File: src/rtl/dm_responder.sv
// Word-addressed data-memory responder for the CPU MEM stage: one load/store per
// request, completed after WAIT wait states with a one-cycle ack and a comb stall.
module dm_responder #(
  parameter int ADDR_W = 5,
  parameter int WAIT   = 2
) (
  input  logic              Clock,
  input  logic              Resetn,
  input  logic              req,
  input  logic              we,
  input  logic [ADDR_W-1:0] addr,
  input  logic [31:0]       wdata,
  output logic [31:0]       rdata,
  output logic              ack,
  output logic              stall
);
  typedef enum logic [1:0] {S_IDLE, S_WAIT, S_RESP} state_e;

  localparam logic [3:0] WAIT_CNT = 4'(WAIT);

  state_e              state_q, state_d;
  logic [3:0]          cnt_q, cnt_d;
  logic                we_q, we_d;
  logic [ADDR_W-1:0]   addr_q, addr_d;
  logic [31:0]         wdata_q, wdata_d;
  logic [31:0]         rdata_q, rdata_d;
  logic [31:0]         mem [0:(1<<ADDR_W)-1];

  always_ff @(posedge Clock or negedge Resetn) begin
    if (!Resetn) begin
      state_q <= S_IDLE;
      cnt_q   <= '0;
      we_q    <= 1'b0;
      addr_q  <= '0;
      wdata_q <= '0;
      rdata_q <= '0;
    end else begin
      state_q <= state_d;
      cnt_q   <= cnt_d;
      we_q    <= we_d;
      addr_q  <= addr_d;
      wdata_q <= wdata_d;
      rdata_q <= rdata_d;
    end
  end

  // Load data is latched on the edge entering RESP, so it is valid alongside ack.
  always_comb begin
    state_d = state_q;
    cnt_d   = cnt_q;
    we_d    = we_q;
    addr_d  = addr_q;
    wdata_d = wdata_q;
    rdata_d = rdata_q;
    case (state_q)
      S_IDLE: begin
        if (req) begin
          we_d    = we;
          addr_d  = addr;
          wdata_d = wdata;
          if (WAIT == 0) begin
            state_d = S_RESP;
            if (!we) rdata_d = mem[addr];
          end else begin
            state_d = S_WAIT;
            cnt_d   = WAIT_CNT;
          end
        end
      end
      S_WAIT: begin
        if (cnt_q == 4'd1) begin
          state_d = S_RESP;
          if (!we_q) rdata_d = mem[addr_q];
        end else begin
          cnt_d = cnt_q - 4'd1;
        end
      end
      S_RESP:  state_d = S_IDLE;
      default: state_d = S_IDLE;
    endcase
  end

  always_comb begin
    ack = (state_q == S_RESP);
  end

  // Store commits on the edge leaving RESP; reset forces IDLE so a pending store is dropped.
  always_ff @(posedge Clock) begin
    if (state_q == S_RESP && we_q) mem[addr_q] <= wdata_q;
  end

  assign rdata = rdata_q;
  assign stall = req & ~ack;
endmodule

File: config.mk
export PLATFORM = sky130hd
export DESIGN_NAME = dm_responder
export DESIGN_NICKNAME = d
export VERILOG_FILES = /design/src/rtl/dm_responder.sv
export SDC_FILE = /design/constraint.sdc
export NUM_CORES = 1
export LEC_CHECK = 0
export ABC_AREA = 1
export CELL_PAD_IN_SITES_DETAIL_PLACEMENT = 1
export CELL_PAD_IN_SITES_GLOBAL_PLACEMENT = 2
export CORE_MARGIN = 2
export CORE_UTILIZATION = 45
export CTS_CLUSTER_SIZE = 30
export DETAILED_ROUTE_END_ITERATION = 6
export PLACE_DENSITY = 0.85
export SLEW_MARGIN = 10
export SYNTH_ARGS = -nofsm -noshare
export SYNTH_HDL_FRONTEND = slang
export SYNTH_SLANG_ARGS = --single-unit
File: constraint.sdc
create_clock -name Clock -period 5.6 [get_ports Clock]
set_clock_uncertainty 0.15 [all_clocks]
set_input_delay 1.12 -clock Clock [delete_from_list [all_inputs] [get_ports Clock]]
set_output_delay 1.12 -clock Clock [all_outputs]
set_load 0.03 [all_outputs]
Word-level counts from Yosys, hierarchy flattened:

Memory sizes are Yosys's and may differ from the RTL's. A register that Yosys moved wholly into a read port is not among the register bits.
Index checks and enable logic that the tools add are counted.

* bits in registers: 44
* RAM bits: 1024
* word-level logic and storage cells: 32
* memories: 1

* $add $sub $neg: 1
* equality and inequality tests: 6
* multiplexer cells: 8
* bitwise gates (word level): 3
* reductions and logical operators: 8

Memory list
* mem: depth 32, bits a word 32, read ports 1, clocked after memory_dff 1, wr ports 1, line 27 `logic [31:0] mem [0:(1<<ADDR_W)-1];`

Operators by type and width (count)
* two-way mux 4 bit: 2
* case mux 4 bit (2 select lines): 1
* inequality test 2 bit (second input constant): 3
* AND reduction 3 bit: 2
* equality test 4 x 1 -> 1 bit (second input constant): 1
* two-way mux 2 bit: 2
* case mux 2 bit (2 select lines): 1
* AND reduction 2 bit: 2
* subtractor 4 x 1 -> 4 bit (second input constant): 1
* equality test 2 x 1 -> 1 bit (second input constant): 1
* equality test 2 bit (second input constant): 1
* zero test 2 bit: 1
* two-way mux 1 bit: 2
* NOT 1 bit: 2
* nonzero test 2 bit: 1
* bitwise AND 1 bit: 1
* logical AND 1 bit: 1
* zero test 1 bit: 1

Depth between registers and ports, before layout:

Gate-level depths: netlist (run 1).

* depth after elaboration: 4
* mapped depth: 14
* mapped depth without buffers: 11

Worst setup path before layout (run 1):

Ideal clock, no wire load.

* path type: register to register
* start point: reg addr_q[2]
* end point: mem mem[0][0], enable pin
* data arrival time: 2.655 ns
* path slack: 2.374 ns
* cell stages (with the launch flop): 5
* clock period less this slack: 3.226 ns
* cells stage by stage: dfrtp_1 > nor3_1 > clkbuf_1 > inv_1 > nor2_1

RTL lines
* start, declared: line 24 `logic [ADDR_W-1:0] addr_q, addr_d;`
* start signal, assigned: line 41 `addr_q <= addr_d;`
* end, declared: line 27

Straight into the memory's write port.

Worst setup path in the final report (run 1):

* start point: reg state_q[1]
* end point: mem mem[15][11], enable pin

* cells in the longest elaborated chain, start to end: 4

Ends and longest elaborated chain
* start, declared: line 21 `state_e state_q, state_d;`
* start signal, assigned: line 38 `state_q <= state_d;`
* equality test 2 bit: line 89 `if (state_q == S_RESP && we_q) mem[addr_q] <= wdata_q;`
* logical AND 1 bit: line 89
* two-way mux 1 bit: line 89
* two-way mux 1 bit (implied by the code): line 89

No other way between the ends.

==> results.sh, run 1 <==
export IMPL_outcome="finished, final reports clean"
export IMPL_dr_pass1_iters=5
export IMPL_synth_most_common_cell="nand2_1"
export IMPL_synth_nets=4323
export IMPL_ys_seq_elements=1100
export IMPL_critPathCaptureType="register"
export IMPL_synth_area_um2=44970
export IMPL_synth_seq_area_share_pct=72.60
export IMPL_p_total_mw=26.92
export IMPL_hold_class="input pin to async pin"
export IMPL_track_usage_pct=25.42
export IMPL_synth_area_leaders="edfxtp_1 68%, nand2_1 22%, dfrtp_1 4.2%"
export IMPL_initial_core_util_pct=45.56
export IMPL_antenna_found_initial=4
export IMPL_rsz0062_at_grt="no"
export IMPL_holdBufCountCts=0
export IMPL_max_freq_ghz=0.2463
export IMPL_critPathMaxFanout=16
export IMPL_synthDistinctLibCells=19
export IMPL_drt_iter0_markers=2462
export IMPL_grt_use_met2_pct=42.77
export IMPL_globalplace_congestion=0.7622
export IMPL_pwr_density_cell_nw_per_um2=524.4
export IMPL_critPathCapture="mem[15][11]$_DFFE_PP_"
export IMPL_r2r_cells=5
export IMPL_finalHoldViolCount=0
export IMPL_drt_wl_total_mm=129.0
export IMPL_synth_edf_count=1024
export IMPL_cp_arrival_ps=4240
export IMPL_grt_busiest_layer="met2"
export IMPL_io_pins=75
export IMPL_max_vdd_ir_drop_mv=0.4181
export IMPL_r2r_setup_slack_ps=1540
export IMPL_drv_slew=0
export IMPL_start_kind="register"
export IMPL_io_buffers=74
export IMPL_die_y_um=320.1
export IMPL_die_w_um=320.1
export IMPL_dp_hpwl_mm=73.30
export IMPL_final_area_um2=51340
export IMPL_cts_resized=0
export IMPL_period_minus_slack_ps=4061
export IMPL_clkSinkCount=1100
export IMPL_hold_ws_ps=320.1
export IMPL_wl_per_cell_um=22.50
export IMPL_setup_viol=0
export IMPL_grt_pass1_wl_mm=196.1
export IMPL_insertion_delay_ps=680
export IMPL_synth_area_leader_cell="edfxtp_1"
export IMPL_gr_usage_met1_pct=35.31
export IMPL_worstPathRequired_ps=5780
export IMPL_fin_nets=4390
export IMPL_met3_usage_pct=3.050
export IMPL_startpoint="state_q[1]$_DFFE_PN0P_"
export IMPL_regToRegStartpoint="state_q[1]$_DFFE_PN0P_"
export IMPL_setup_tns_final_ps=0
export IMPL_cts_max_level=3
export IMPL_clockBufferDepth=3
export IMPL_coreArea_um2=98710
export IMPL_cts_tree="built"
export IMPL_drive_gt1_share_pct=7.675
export IMPL_placed_area_um2=47430
export IMPL_max_slew_margin_pct=13.08
export IMPL_vias=30240
export IMPL_finalWorstSetupSlack_ps=1539
export IMPL_synth_async_reset_ratio_pct=6.909
export IMPL_dpl_worst_slack_ps=1695
export IMPL_p_leak_nw=21.04
export IMPL_grt_overflow=0
export IMPL_synth_common_cells="2,629 x nand2_1, 1,024 x edfxtp_1, 109 x nor2_1"
export IMPL_yosys_warnings=0
export IMPL_route_detailed_drc=0
export IMPL_dieArea_um2=102500
export IMPL_grt_max_degree=149
export IMPL_cts_made_buffers=114
export IMPL_period_share_pct=72.51
export IMPL_maxCapViolCount=0
export IMPL_clk_pin_slew_worst_paths_ps=60
export IMPL_ant_nets=0
export IMPL_worstMarginPinSlew_ps=1304
export IMPL_avgSynthCellArea_um2=10.51
export IMPL_synth_top_area_share_pct=68.37
export IMPL_syn_inst=4280
export IMPL_rr_endpoint="mem[15][11]$_DFFE_PP_"
export IMPL_first_global_vias=32220
export IMPL_viasPerCell=5.276
export IMPL_cts_root_buf="clkbuf_16"
export IMPL_syn_to_final_growth_pct=14.16
export IMPL_synth_ff_type="edfxtp_1"
export IMPL_cts_setup_buffers=0
export IMPL_path_class="register to register"
export IMPL_rows=115
area by class of cell:
| type | instances | area (um2) |
|---|---|---|
| Fill cell | 10490 | 47370 |
| Sequential cell | 1100 | 32670 |
| Multi-Input combinational cell | 2896 | 11460 |
| Clock buffer | 164 | 3390 |
| Tap cell | 1287 | 1610 |
| Timing Repair Buffer | 150 | 1384 |
| Clock inverter | 48 | 490.5 |
| Inverter | 85 | 334.1 |
| Antenna cell | 1 | 2.502 |
cells in the final DEF (no fill, tap or decap):
master / n
ha_1: 2
diode_2: 1
edfxtp_1: 1024
buf_4: 71
inv_8: 2
clkinv_2: 18
nor3_4: 7
bufinv_16: 10
nand2_1: 2629
a31oi_1: 1
clkdlybuf4s50_1: 73
inv_1: 79
clkinv_1: 16
clkinvlp_4: 2
clkbuf_1: 23
nor3_2: 2
a21oi_1: 4
dfrtp_2: 10
buf_12: 6
nor2_4: 33
nand3_1: 99
inv_2: 4
clkbuf_8: 20
inv_6: 1
or2_2: 31
clkbuf_16: 121
dfrtp_4: 2
nor3_1: 3
o21ai_0: 8
nor2_1: 77
dfrtp_1: 64
clkinv_8: 1
per-layer routing:
layer	vias up	part of all wire [%]
met3	166	5.1
met5	-	0
met1	15300	44
met2	775	48
li1	14000	-
met4	0	1.9
report_power, final:
part	total, mW	switching (mW)	internal [mW]
Sequential	11.3	0.956	10.3
Clock	7.81	3.17	4.64
Combinational	7.85	5.89	1.95
Total	26.9	10.0	16.9
worst max-delay path, stage by stage (launching register included):
cell     delay [ps]
dfrtp_1         390
inv_1            90
nor3_1          870
nand2_1         820
nor2_4          880
buf_4           470
metrics by stage:
| stage | util [%] | cells |
|---|---|---|
| finish | 52.01 | 5731 |
| global route | 52.01 | 5730 |
| CTS | 51.98 | 5729 |
| detailed placement | 48.05 | 5517 |
| global placement | 48.05 | 5517 |
| floorplan | - | 4280 |
logic make-up after synthesis:
group	after synthesis	share of synthesized area (%)
flops	1100	72.60
fa+ha+maj	2	0.05563
simple gates	2881	24.61
compound gates	13	0.1475
buf+inv	284	2.585
registers in the layout (all words and copies together) (netlist names):
| register | flops |
|---|---|
| addr_q | 5 |
| cnt_q | 4 |
| mem | 1024 |
| rdata | 32 |
| state_q | 2 |
| wdata_q | 32 |
| we_q | 1 |
how the worst min path moves through the flow:
| stage | from | to | slack, ps | depth (start not counted) |
|---|---|---|---|---|
| finish | Resetn | wdata_q[25]$_DFFE_PN0P_ | 320 | 1 |
| global route | Resetn | wdata_q[25]$_DFFE_PN0P_ | 330 | 1 |
| CTS | Resetn | wdata_q[25]$_DFFE_PN0P_ | 300 | 1 |
| detailed placement | wdata_q[7]$_DFFE_PN0P_ | wdata_q[7]$_DFFE_PN0P_ | 320 | 2 |
| global placement | wdata_q[3]$_DFFE_PN0P_ | wdata_q[3]$_DFFE_PN0P_ | 310 | 2 |
| floorplan | cnt_q[2]$_DFFE_PN0P_ | cnt_q[2]$_DFFE_PN0P_ | 350 | 2 |
Power figures use the tool's default switching activity.
==> run 2: changes to the inputs <==
--- a/config.mk
+++ b/config.mk
@@ -9,10 +9,10 @@
 export CELL_PAD_IN_SITES_DETAIL_PLACEMENT = 1
 export CELL_PAD_IN_SITES_GLOBAL_PLACEMENT = 2
 export CORE_MARGIN = 2
-export CORE_UTILIZATION = 45
+export CORE_UTILIZATION = 38
 export CTS_CLUSTER_SIZE = 30
 export DETAILED_ROUTE_END_ITERATION = 6
-export PLACE_DENSITY = 0.85
+export PLACE_DENSITY = 0.77
 export SLEW_MARGIN = 10
 export SYNTH_ARGS = -nofsm -noshare
 export SYNTH_HDL_FRONTEND = slang
==> constraint.sdc (replaced) <==
create_clock -name Clock -period 3.36 [get_ports Clock]
set_clock_uncertainty 0.15 [all_clocks]
set_input_delay 0.672 -clock Clock [delete_from_list [all_inputs] [get_ports Clock]]
set_output_delay 0.672 -clock Clock [all_outputs]
set_load 0.03 [all_outputs]
==> run 2 against run 1 <==
Global-route usage shrank 3.8 points. Power grew 66%. Core utilization shrank 7.7 points. Worst hold slack gained 2.4 ps. Combinational power grew 75%. Design area grew 1.7%. Critical path type is now register to output pin. Final cell count grew 5.6%. Via count shrank 1.0%.
==> results.sh, run 2 (same netlist as run 1, synthesis figures left out) <==
export IMPL_first_global_vias=31330
export IMPL_critPathCaptureType="output pin"
export IMPL_clkSinkCount=1100
export IMPL_initial_core_util_pct=38.19
export IMPL_layout_commonest_cell="nand2_1"
export IMPL_outcome="finished, final reports clean"
export IMPL_max_vdd_ir_drop_mv=0.6160
export IMPL_worstMarginPinSlew_ps=1320
export IMPL_drive_gt1_share_pct=8.747
export IMPL_coreArea_um2=117800
export IMPL_insertion_delay_ps=700
export IMPL_ant_nets=0
export IMPL_max_slew_margin_pct=12.00
export IMPL_dp_hpwl_mm=75.59
export IMPL_dr_pass1_iters=5
export IMPL_p_leak_nw=21.35
export IMPL_cp_arrival_ps=2050
export IMPL_die_y_um=348.0
export IMPL_syn_to_final_growth_pct=16.05
export IMPL_antenna_found_initial=2
export IMPL_cts_root_buf="clkbuf_16"
export IMPL_cts_made_buffers=114
export IMPL_setup_viol=0
export IMPL_rows=126
export IMPL_rsz0062_at_grt="no"
export IMPL_cts_max_level=3
export IMPL_nFillCells=12690
export IMPL_worstPathRequired_ps=2540
export IMPL_hold_class="register to register"
export IMPL_dieArea_um2=121100
export IMPL_period_minus_slack_ps=2870
export IMPL_max_freq_ghz=0.3484
export IMPL_fin_nets=4462
export IMPL_clockBufferDepth=3
export IMPL_track_usage_pct=21.66
export IMPL_grt_pass1_wl_mm=196.6
export IMPL_period_share_pct=85.42
export IMPL_die_w_um=348.0
export IMPL_io_buffers=74
export IMPL_pwr_density_cell_nw_per_um2=856.2
export IMPL_drv_slew=0
export IMPL_globalplace_congestion=0.7415
export IMPL_largest_reg_flops=1024
export IMPL_path_class="register to output pin"
export IMPL_route_detailed_drc=0
export IMPL_vias=29930
export IMPL_setup_tns_final_ps=0
export IMPL_layout_common_cells="2,629 x nand2_1, 1,024 x edfxtp_1, 123 x buf_4"
export IMPL_start_kind="register"
export IMPL_cts_tree="built"
export IMPL_clk_pin_slew_worst_paths_ps=60
export IMPL_grt_max_degree=113
export IMPL_holdBufCountCts=1
export IMPL_wl_per_cell_um=21.55
export IMPL_finalHoldViolCount=0
export IMPL_viasPerCell=4.944
export IMPL_hold_ws_ps=322.5
export IMPL_largest_register="mem"
export IMPL_maxCapViolCount=0
export IMPL_critPathMaxFanout=3
export IMPL_io_pins=75
export IMPL_grt_overflow=0
export IMPL_cts_resized=0
export IMPL_drt_iter0_markers=2040
export IMPL_drt_wl_total_mm=130.5
export IMPL_cts_setup_buffers=0
run 2: cell type report:
type | instances | area (um2) | share of cell area, %
repair buffers | 222 | 2165 | 4.147
diodes | 2 | 5.005 | 0.009590
clock buffers | 173 | 3278 | 6.281
inverters | 85 | 334.1 | 0.6401
clock inverters | 40 | 362.8 | 0.6952
multi-input cells | 2896 | 11460 | 21.96
flip-flops and latches | 1100 | 32670 | 62.59
well taps | 1536 | 1922 | 3.682
run 2: metal layers:
layer  wire [um]  up-vias  track usage [%]  share of wire (%)
li1            -    14150                -                  -
met2       61390      582            35.98                 47
met3        6124      149            3.144                4.7
met4        2631        0            5.610                2.0
met5           0        -                0                  0
met1       60330    15060            29.89                 46
run 2: worst max-delay path: stages, from the launching register on:
cell             delay (ps)
dfrtp_1                 400
inv_1                    90
nor2_1                  150
clkdlybuf4s50_1         700
run 2: metrics by stage:
stage / setup slack [ps] / util, % / power [mW] / instance area, um2 / cells
after floorplan: 133.7 / - / 26.25 / 44970 / 4280
after global placement: 529.2 / 41.21 / 32.36 / 48530 / 5838
after detailed placement: 554.4 / 41.21 / 32.59 / 48530 / 5838
after CTS: 422.9 / 44.31 / 45.13 / 52180 / 6052
after global routing: 388.0 / 44.31 / 47.12 / 52190 / 6052
final: 489.9 / 44.32 / 44.69 / 52190 / 6054
run 2: final timing paths:
check	startpoint	to	slack (ps)	depth (start not counted)
worst max register to register	addr_q[0]$_DFFE_PN0P_	rdata[27]$_DFFE_PN0P_	670	11
worst max-delay path	state_q[1]$_DFFE_PN0P_	ack	490	3
max in group asynchronous	Resetn	wdata_q[0]$_DFFE_PN0P_	1900	3
worst min-delay path	wdata_q[9]$_DFFE_PN0P_	wdata_q[9]$_DFFE_PN0P_	320	2
worst min register to register	wdata_q[9]$_DFFE_PN0P_	wdata_q[9]$_DFFE_PN0P_	320	2
min in group asynchronous	Resetn	rdata[11]$_DFFE_PN0P_	450	2
run 2: power breakdown:
| part | switching (mW) | internal (mW) |
|---|---|---|
| combinational | 10.1 | 3.61 |
| clock | 5.32 | 7.10 |
| sequential | 1.34 | 17.2 |
